`config.mk`:
```
export PLATFORM = sky130hd
export DESIGN_NAME = mdu_ctrl
export DESIGN_NICKNAME = d
export VERILOG_FILES = /design/src/rtl/mdu_pkg.sv /design/src/rtl/mdu_ctrl.sv
export SDC_FILE = /design/constraint.sdc
export NUM_CORES = 1
export LEC_CHECK = 0
export BUFFER_PORTS_ARGS = -buffer_cell sky130_fd_sc_hd__buf_2
export CAP_MARGIN = 20
export CORE_AREA = 2 2 176 178
export CTS_CLUSTER_DIAMETER = 120
export DETAILED_ROUTE_END_ITERATION = 8
export DIE_AREA = 0 0 178 180
export SETUP_SLACK_MARGIN = 0.3
export SLEW_MARGIN = 30
export SYNTH_ARGS = -nofsm -noshare
export SYNTH_HDL_FRONTEND = slang
export SYNTH_SLANG_ARGS = --single-unit
```
`constraint.sdc`:
```
create_clock -name clk -period 9 [get_ports clk]
set_input_delay 0.9 -clock clk [delete_from_list [all_inputs] [get_ports clk]]
set_output_delay 0.9 -clock clk [all_outputs]
set_load 0.02 [all_outputs]
```
`src/rtl/mdu_pkg.sv`:
```
// Shared types and decode helpers for the multiply/divide controller.
package mdu_pkg;

    localparam int OP_W = 4;

    // EX-stage multiply/divide operation codes; codes 11..15 decode as no-ops.
    typedef enum logic [3:0] {
        NOP   = 4'd0,
        MULT  = 4'd1,
        MULTU = 4'd2,
        DIV   = 4'd3,
        DIVU  = 4'd4,
        MADD  = 4'd5,
        MADDU = 4'd6,
        MSUB  = 4'd7,
        MSUBU = 4'd8,
        MTHI  = 4'd9,
        MTLO  = 4'd10
    } mdu_op_t;

    // Controller sequencing states.
    typedef enum logic [1:0] {
        IDLE      = 2'd0,
        MUL_WAIT  = 2'd1,
        DIV_WAIT  = 2'd2,
        DIV_DRAIN = 2'd3
    } mdu_state_t;

    // How a finished product is folded into {HI,LO}.
    typedef enum logic [1:0] {
        ACC_LOAD = 2'd0,
        ACC_ADD  = 2'd1,
        ACC_SUB  = 2'd2
    } acc_mode_t;

    // True for every op that is sent to the multiplier.
    function automatic logic is_mul_op(input mdu_op_t o);
        logic r;
        case (o)
            MULT, MULTU, MADD, MADDU, MSUB, MSUBU: r = 1'b1;
            default:                               r = 1'b0;
        endcase
        return r;
    endfunction

    // True for ops that are sent to the divider.
    function automatic logic is_div_op(input mdu_op_t o);
        logic r;
        case (o)
            DIV, DIVU: r = 1'b1;
            default:   r = 1'b0;
        endcase
        return r;
    endfunction

    // True for the HI/LO move-to ops.
    function automatic logic is_mt_op(input mdu_op_t o);
        logic r;
        case (o)
            MTHI, MTLO: r = 1'b1;
            default:    r = 1'b0;
        endcase
        return r;
    endfunction

    // True for the two's-complement flavours of multiply and divide.
    function automatic logic is_signed_op(input mdu_op_t o);
        logic r;
        case (o)
            MULT, MADD, MSUB, DIV: r = 1'b1;
            default:               r = 1'b0;
        endcase
        return r;
    endfunction

    // Accumulation mode of a multiply-class op.
    function automatic acc_mode_t acc_mode(input mdu_op_t o);
        acc_mode_t r;
        case (o)
            MADD, MADDU: r = ACC_ADD;
            MSUB, MSUBU: r = ACC_SUB;
            default:     r = ACC_LOAD;
        endcase
        return r;
    endfunction

endpackage

```
`src/rtl/mdu_ctrl.sv`:
```
// Execute-stage multiply/divide controller: owns HI/LO, issues work to the
// external multiplier and iterative divider, accumulates MADD/MSUB results
// and stalls the pipeline until each long operation retires.
module mdu_ctrl
    import mdu_pkg::*;
#(
    parameter int WIDTH  = 32,
    parameter bit DIV_EN = 1'b1
) (
    input  logic               clk,
    input  logic               rst,
    input  logic               op_valid,
    input  logic [OP_W-1:0]    op,
    input  logic [WIDTH-1:0]   rs,
    input  logic [WIDTH-1:0]   rt,
    input  logic               flush,
    output logic               stall_o,
    output logic [WIDTH-1:0]   hi_o,
    output logic [WIDTH-1:0]   lo_o,
    output logic [WIDTH-1:0]   mul_a,
    output logic [WIDTH-1:0]   mul_b,
    output logic               mul_sign,
    output logic               mul_start,
    input  logic [2*WIDTH-1:0] mul_result,
    input  logic               mul_ready,
    output logic [WIDTH-1:0]   div_a,
    output logic [WIDTH-1:0]   div_b,
    output logic               div_sign,
    output logic               div_start,
    input  logic [WIDTH-1:0]   div_quot,
    input  logic [WIDTH-1:0]   div_rem,
    input  logic               div_ready
);

    mdu_state_t         state_r;
    mdu_state_t         state_nxt_s;
    mdu_op_t            op_r;
    logic               cancel_r;
    logic [WIDTH-1:0]   hi_r;
    logic [WIDTH-1:0]   lo_r;

    mdu_op_t            op_in_s;
    mdu_op_t            op_sel_s;
    logic               accept_s;
    logic               issue_mul_s;
    logic               issue_div_s;
    logic               drain_hold_s;
    logic [2*WIDTH-1:0] hilo_cur_s;
    logic [2*WIDTH-1:0] mul_acc_s;
    logic [2*WIDTH-1:0] hilo_nxt_s;
    logic               hilo_we_s;

    // Codes outside the enum fall through every decode helper as no-ops.
    assign op_in_s     = mdu_op_t'(op);
    assign accept_s    = (state_r == IDLE) && op_valid && !flush;
    assign issue_mul_s = accept_s && is_mul_op(op_in_s);
    assign issue_div_s = accept_s && (DIV_EN != 1'b0) && is_div_op(op_in_s);

    // While draining a cancelled divide, any op that needs the unit must wait.
    assign drain_hold_s = op_valid && (is_mul_op(op_in_s) || is_div_op(op_in_s) ||
                                       is_mt_op(op_in_s));

    // Sign selects follow the incoming op at issue and the held op afterwards.
    assign op_sel_s   = (state_r == IDLE) ? op_in_s : op_r;
    assign hilo_cur_s = {hi_r, lo_r};

    assign hi_o = hi_r;
    assign lo_o = lo_r;

    // State register.
    always_ff @(posedge clk) begin
        if (rst) begin
            state_r <= IDLE;
        end else begin
            state_r <= state_nxt_s;
        end
    end

    // Next-state decode; flush beats a same-cycle completion pulse.
    always_comb begin
        state_nxt_s = state_r;
        case (state_r)
            IDLE: begin
                if (issue_mul_s) begin
                    state_nxt_s = MUL_WAIT;
                end else if (issue_div_s) begin
                    state_nxt_s = DIV_WAIT;
                end else begin
                    state_nxt_s = IDLE;
                end
            end
            MUL_WAIT: begin
                if (flush || mul_ready) begin
                    state_nxt_s = IDLE;
                end else begin
                    state_nxt_s = MUL_WAIT;
                end
            end
            DIV_WAIT: begin
                // A ready pulse coinciding with flush ends the divide outright,
                // so there is nothing left to drain.
                if (div_ready) begin
                    state_nxt_s = IDLE;
                end else if (flush) begin
                    state_nxt_s = DIV_DRAIN;
                end else begin
                    state_nxt_s = DIV_WAIT;
                end
            end
            DIV_DRAIN: begin
                if (div_ready) begin
                    state_nxt_s = IDLE;
                end else begin
                    state_nxt_s = DIV_DRAIN;
                end
            end
            default: begin
                state_nxt_s = IDLE;
            end
        endcase
    end

    // Pipeline stall and single-cycle start pulses.
    always_comb begin
        stall_o   = 1'b0;
        mul_start = 1'b0;
        div_start = 1'b0;
        case (state_r)
            IDLE: begin
                if (issue_mul_s) begin
                    mul_start = 1'b1;
                    stall_o   = 1'b1;
                end else if (issue_div_s) begin
                    div_start = 1'b1;
                    stall_o   = 1'b1;
                end else begin
                    stall_o   = 1'b0;
                end
            end
            MUL_WAIT: begin
                stall_o = !mul_ready;
            end
            DIV_WAIT: begin
                stall_o = !div_ready;
            end
            DIV_DRAIN: begin
                stall_o = drain_hold_s;
            end
            default: begin
                stall_o = 1'b0;
            end
        endcase
    end

    // Operands and signedness presented to the arithmetic units.
    always_comb begin
        if (state_r == IDLE) begin
            mul_a = rs;
            mul_b = rt;
            div_a = rs;
            div_b = rt;
        end else begin
            mul_a = {WIDTH{1'b0}};
            mul_b = {WIDTH{1'b0}};
            div_a = {WIDTH{1'b0}};
            div_b = {WIDTH{1'b0}};
        end
        mul_sign = is_mul_op(op_sel_s) && is_signed_op(op_sel_s);
        div_sign = is_div_op(op_sel_s) && is_signed_op(op_sel_s);
    end

    // Fold the product into {HI,LO}; all arithmetic wraps modulo 2^64.
    always_comb begin
        case (acc_mode(op_r))
            ACC_ADD:  mul_acc_s = hilo_cur_s + mul_result;
            ACC_SUB:  mul_acc_s = hilo_cur_s - mul_result;
            ACC_LOAD: mul_acc_s = mul_result;
            default:  mul_acc_s = mul_result;
        endcase
    end

    // HI/LO write selection: moves in IDLE, completions in the wait states.
    always_comb begin
        hilo_we_s  = 1'b0;
        hilo_nxt_s = hilo_cur_s;
        if (accept_s && (op_in_s == MTHI)) begin
            hilo_we_s  = 1'b1;
            hilo_nxt_s = {rs, lo_r};
        end else if (accept_s && (op_in_s == MTLO)) begin
            hilo_we_s  = 1'b1;
            hilo_nxt_s = {hi_r, rs};
        end else if ((state_r == MUL_WAIT) && mul_ready && !flush) begin
            hilo_we_s  = 1'b1;
            hilo_nxt_s = mul_acc_s;
        end else if ((state_r == DIV_WAIT) && div_ready && !flush && !cancel_r) begin
            // Divide-by-zero results are taken from the divider unchanged.
            hilo_we_s  = 1'b1;
            hilo_nxt_s = {div_rem, div_quot};
        end else begin
            hilo_we_s  = 1'b0;
            hilo_nxt_s = hilo_cur_s;
        end
    end

    // Operation register captured at issue, used to finish the op later.
    always_ff @(posedge clk) begin
        if (rst) begin
            op_r <= NOP;
        end else if (issue_mul_s || issue_div_s) begin
            op_r <= op_in_s;
        end else begin
            op_r <= op_r;
        end
    end

    // Cancel flag: marks an in-flight divide whose result must be discarded.
    always_ff @(posedge clk) begin
        if (rst) begin
            cancel_r <= 1'b0;
        end else if ((state_r == DIV_WAIT) && flush && !div_ready) begin
            cancel_r <= 1'b1;
        end else if ((state_r == DIV_DRAIN) && div_ready) begin
            cancel_r <= 1'b0;
        end else begin
            cancel_r <= cancel_r;
        end
    end

    // Architectural HI/LO registers.
    always_ff @(posedge clk) begin
        if (rst) begin
            hi_r <= {WIDTH{1'b0}};
            lo_r <= {WIDTH{1'b0}};
        end else if (hilo_we_s) begin
            hi_r <= hilo_nxt_s[2*WIDTH-1:WIDTH];
            lo_r <= hilo_nxt_s[WIDTH-1:0];
        end else begin
            hi_r <= hi_r;
            lo_r <= lo_r;
        end
    end

endmodule

```
==> flow_summary.rst <==
.. list-table::
   :header-rows: 1

   * - Metric
     - Value
   * - Outcome
     - completed
   * - Master cell of the clock root buffer
     - clkbuf_16
   * - Number of synthesized flops with an enable pin
     - 0
   * - Count of nets after finishing
     - 2046
   * - Total Power Consumption
     - 0.00132 W
   * - Number of maximum-capacitance constraint violations
     - 0
   * - Largest fanout of any net on the critical path
     - 8
   * - Sum of negative setup slack
     - 0 ns
   * - Maximum number of pins on one net before global-route repair
     - 70
   * - Vias
     - 12880
   * - Combined flip-flop and latch cell area
     - 0.00142 mm2
   * - Most used cells in the layout excluding fill and tap cells
     - buf_2 (398), a21oi_1 (159), nor2_1 (158)
   * - Share of the core filled with cells
     - 41.5%
   * - Pwr Density
     - 105 mW/mm2
   * - Register bit total from synthesis
     - 71
   * - Gate power share
     - 42.2%
   * - Dominant register cell in the synthesized netlist
     - dfxtp_1
   * - Post-CTS Hold Buffers
     - 0
   * - Final non-filler cell area
     - 0.0125 mm2
   * - Crit path kind
     - in -> reg
   * - Clock transition at the register clock pins on the worst setup and hold paths after CTS
     - 0.07 ns
   * - Worst Setup End Kind
     - flip-flop
   * - Commonest non-fill, non-tap cell in the layout
     - buf_2
   * - Clock tree from TritonCTS
     - done
   * - Power share of the clock group
     - 32.3%
   * - Final critical delay including setup and external delays
     - 6.23 ns
   * - Vias in the first global route
     - 12044
   * - Cts bufs inserted
     - 9
   * - Layout cell share with drive strength beyond 1
     - 25.4%
   * - Final Wtd Congestion
     - 0.970
   * - Number of library cell types mapped by synthesis
     - 77
   * - Row count
     - 64
   * - Final Slew Violations
     - 0
   * - Combined area of the multi-input logic cells
     - 0.00807 mm2
   * - Area share of the largest cell type after synthesis
     - 13.6%
   * - Asr flop ratio synth
     - 0%
   * - Clock sink count
     - 71
   * - Final WL
     - 52900 um
   * - Final routed wire length divided by cell count
     - 24.2 um
   * - Leading cell types by total area after synthesis
     - dfxtp_1 (14%), ha_1 (7.8%), xnor2_1 (7.6%)
   * - Switch Pwr
     - 0.000544 W
   * - Initial cell density of the core
     - 34.6%
   * - Area of the die
     - 0.0320 mm2
   * - Horizontal die dimension
     - 178 um
   * - Number of optimization iterations in the first detailed-route pass
     - 5
   * - Peak Freq
     - 160 MHz
   * - Worst EP required
     - 9.27 ns
   * - Filler Cell Count
     - 3263
   * - Cell internal pwr
     - 0.000773 W
   * - Die height
     - 180 um
   * - Initial antenna violation count
     - 8
   * - Top-Level Pins
     - 399
   * - Quantity of gates resized following cts
     - 0
   * - Worst-case setup margin in the final layout
     - 2.77 ns
   * - Final ANT Viol Nets
     - 0
   * - Aggregate global-route resource usage
     - 31.9%
   * - Critical path startpoint category
     - primary input
   * - Number of nets produced by synthesis
     - 1793
   * - Standard cell area after detailed placement
     - 0.0122 mm2
   * - Syn Inst Count
     - 1525
   * - Hold Vio Cnt, Final
     - 0
   * - Share of total power in sequential cells
     - 25.5%
   * - Slew at the pin with the worst max-slew slack
     - 0.934 ns
   * - Leakage power
     - 5.62 nW
   * - Post-synthesis instance area
     - 0.0105 mm2
   * - Htree depth
     - 3
   * - Core region area
     - 0.0302 mm2
   * - Data arrival time of the critical path
     - 6.51 ns
   * - Ratio of final minimum period to clock period
     - 69.3%
   * - Wire length of the first global-routing pass
     - 76600 um
   * - Unrepaired setup endpoints after global routing
     - false
   * - Number of warnings reported in the yosys synthesis log
     - 0
   * - Worst slew margin
     - 37.8%
   * - Drt via density
     - 5.89
   * - Detailed placer's ending HPWL
     - 42100 um
   * - Proportion of synthesized chip area in sequential cells
     - 13.6%
   * - Hold Path Class
     - reg -> reg
   * - Input/output buffers
     - 398
   * - GRT Residual Overflow
     - 0
   * - Worst-case setup slack after placement
     - 2.47 ns
   * - Drt initial violations
     - 1260
   * - Final clock skew
     - 0.0137 ns
   * - Worst-case clock buffer depth
     - 2
   * - Leading area contributor after synthesis
     - dfxtp_1
   * - Final setup viols
     - 0
   * - Remaining DRCs
     - 0
   * - Fraction of power spent switching nets
     - 41.3%
   * - Growth of design area from synthesis to finish
     - 20.0%
   * - Number of post-CTS setup repair buffers
     - 0
   * - Insertion delay to the later sink of the worst-skew pair
     - 0.36 ns
   * - Average instance area after synthesis
     - 6.85 um2
   * - Max VDD drop
     - 0.0746 mV
==> stage by stage <==
step,hold WS (ns),std cells
after floorplan,0.477,1525
after global placement,0.493,2163
after detailed placement,0.500,2163
after CTS,0.510,2179
after global routing,0.527,2186
final,0.512,2186
==> power groups by stage <==
stage / logic, W / clock network (W) / registers [W]
2_1_floorplan: 0.000356 / 0 / 0.000348
3_3_place_gp: 0.000547 / 0 / 0.000343
3_5_place_dp: 0.000548 / 0 / 0.000343
4_1_cts: 0.000550 / 0.000427 / 0.000335
5_1_grt: 0.000599 / 0.000438 / 0.000337
6_report: 0.000556 / 0.000425 / 0.000336
==> flip-flops by register name, indices dropped and copies added, names as in the netlist <==
signal,flops
cancel_r,1
hi_o,32
lo_o,32
op_r,4
state_r,2
==> final timing paths <==
check / start / end / slack (ns) / cells after the start
worst max-delay path: mul_result[15] / hi_o[30] / 2.77 / 20
worst min-delay path: lo_o[6] / lo_o[6] / 0.51 / 2
worst max register to register: op_r[1] / hi_o[31] / 3.44 / 17
worst min register to register: lo_o[6] / lo_o[6] / 0.51 / 2
==> routing by layer <==
layer / vias to the layer above / track usage, % / routed length [um]
li1: 6013 / - / -
met4: 0 / 17.3 / 2800
met5: - / 0 / 0
met1: 6109 / 40.4 / 21800
met3: 111 / 4.72 / 3800
met2: 647 / 51.6 / 24500
==> logic make-up after synthesis <==
logic type	synth area share (%)
flip-flops	13.6
multiplexers	1.34
AND/OR/NAND/NOR	26.2
AO/OA/AOI/OAI	31.0
buffers and inverters	9.64
adder cells (fa/ha/maj)	7.97
XOR/XNOR	10.2
==> cell usage after synthesis (6+ instances only) <==
cell,number
nor2_1,161
a21oi_1,159
nand2_1,122
clkbuf_1,99
xnor2_1,91
o21ai_0,86
and2_1,73
dfxtp_1,71
ha_1,65
buf_4,64
o211ai_1,49
nor3_1,45
a21o_1,37
a211oi_1,33
inv_1,33
xor2_1,29
nand4_1,25
nand3_1,24
a31oi_1,22
o21bai_1,17
nor4_1,16
o221ai_1,16
mux2i_1,14
nor2b_1,13
and3_1,12
a311oi_1,11
or3_1,11
a211o_1,10
nand2b_1,10
o31ai_1,10
o22ai_1,7
a221oi_1,6
nand3b_1,6
o21a_1,6
==> layout make-up <==
| type | instances | share of cell area, % |
|---|---|---|
| clock inverter | 5 | 0.649 |
| multi-input combinational | 1252 | 64.3 |
| antenna | 7 | 0.140 |
| timing repair buffer | 411 | 16.7 |
| clock buffer | 11 | 1.94 |
| tap | 396 | 3.95 |
| sequential | 71 | 11.3 |
| inverter | 33 | 0.988 |
==> worst max-delay path: stages <==
cell,delay [ns]
buf_2,0.12
or4_4,0.57
or4b_4,0.58
or4_4,0.51
nor3b_1,0.37
and4bb_2,0.29
and2_1,0.29
a21oi_1,0.13
xnor2_1,0.15
ha_1,0.39
nand4_1,0.26
inv_1,0.07
a221oi_1,0.51
nor2_1,0.16
a211oi_1,0.34
o211ai_1,0.17
a211oi_1,0.24
nand2_1,0.10
xnor2_1,0.13
a211oi_1,0.21
No activity file was read; power rests on OpenSTA's default activity.
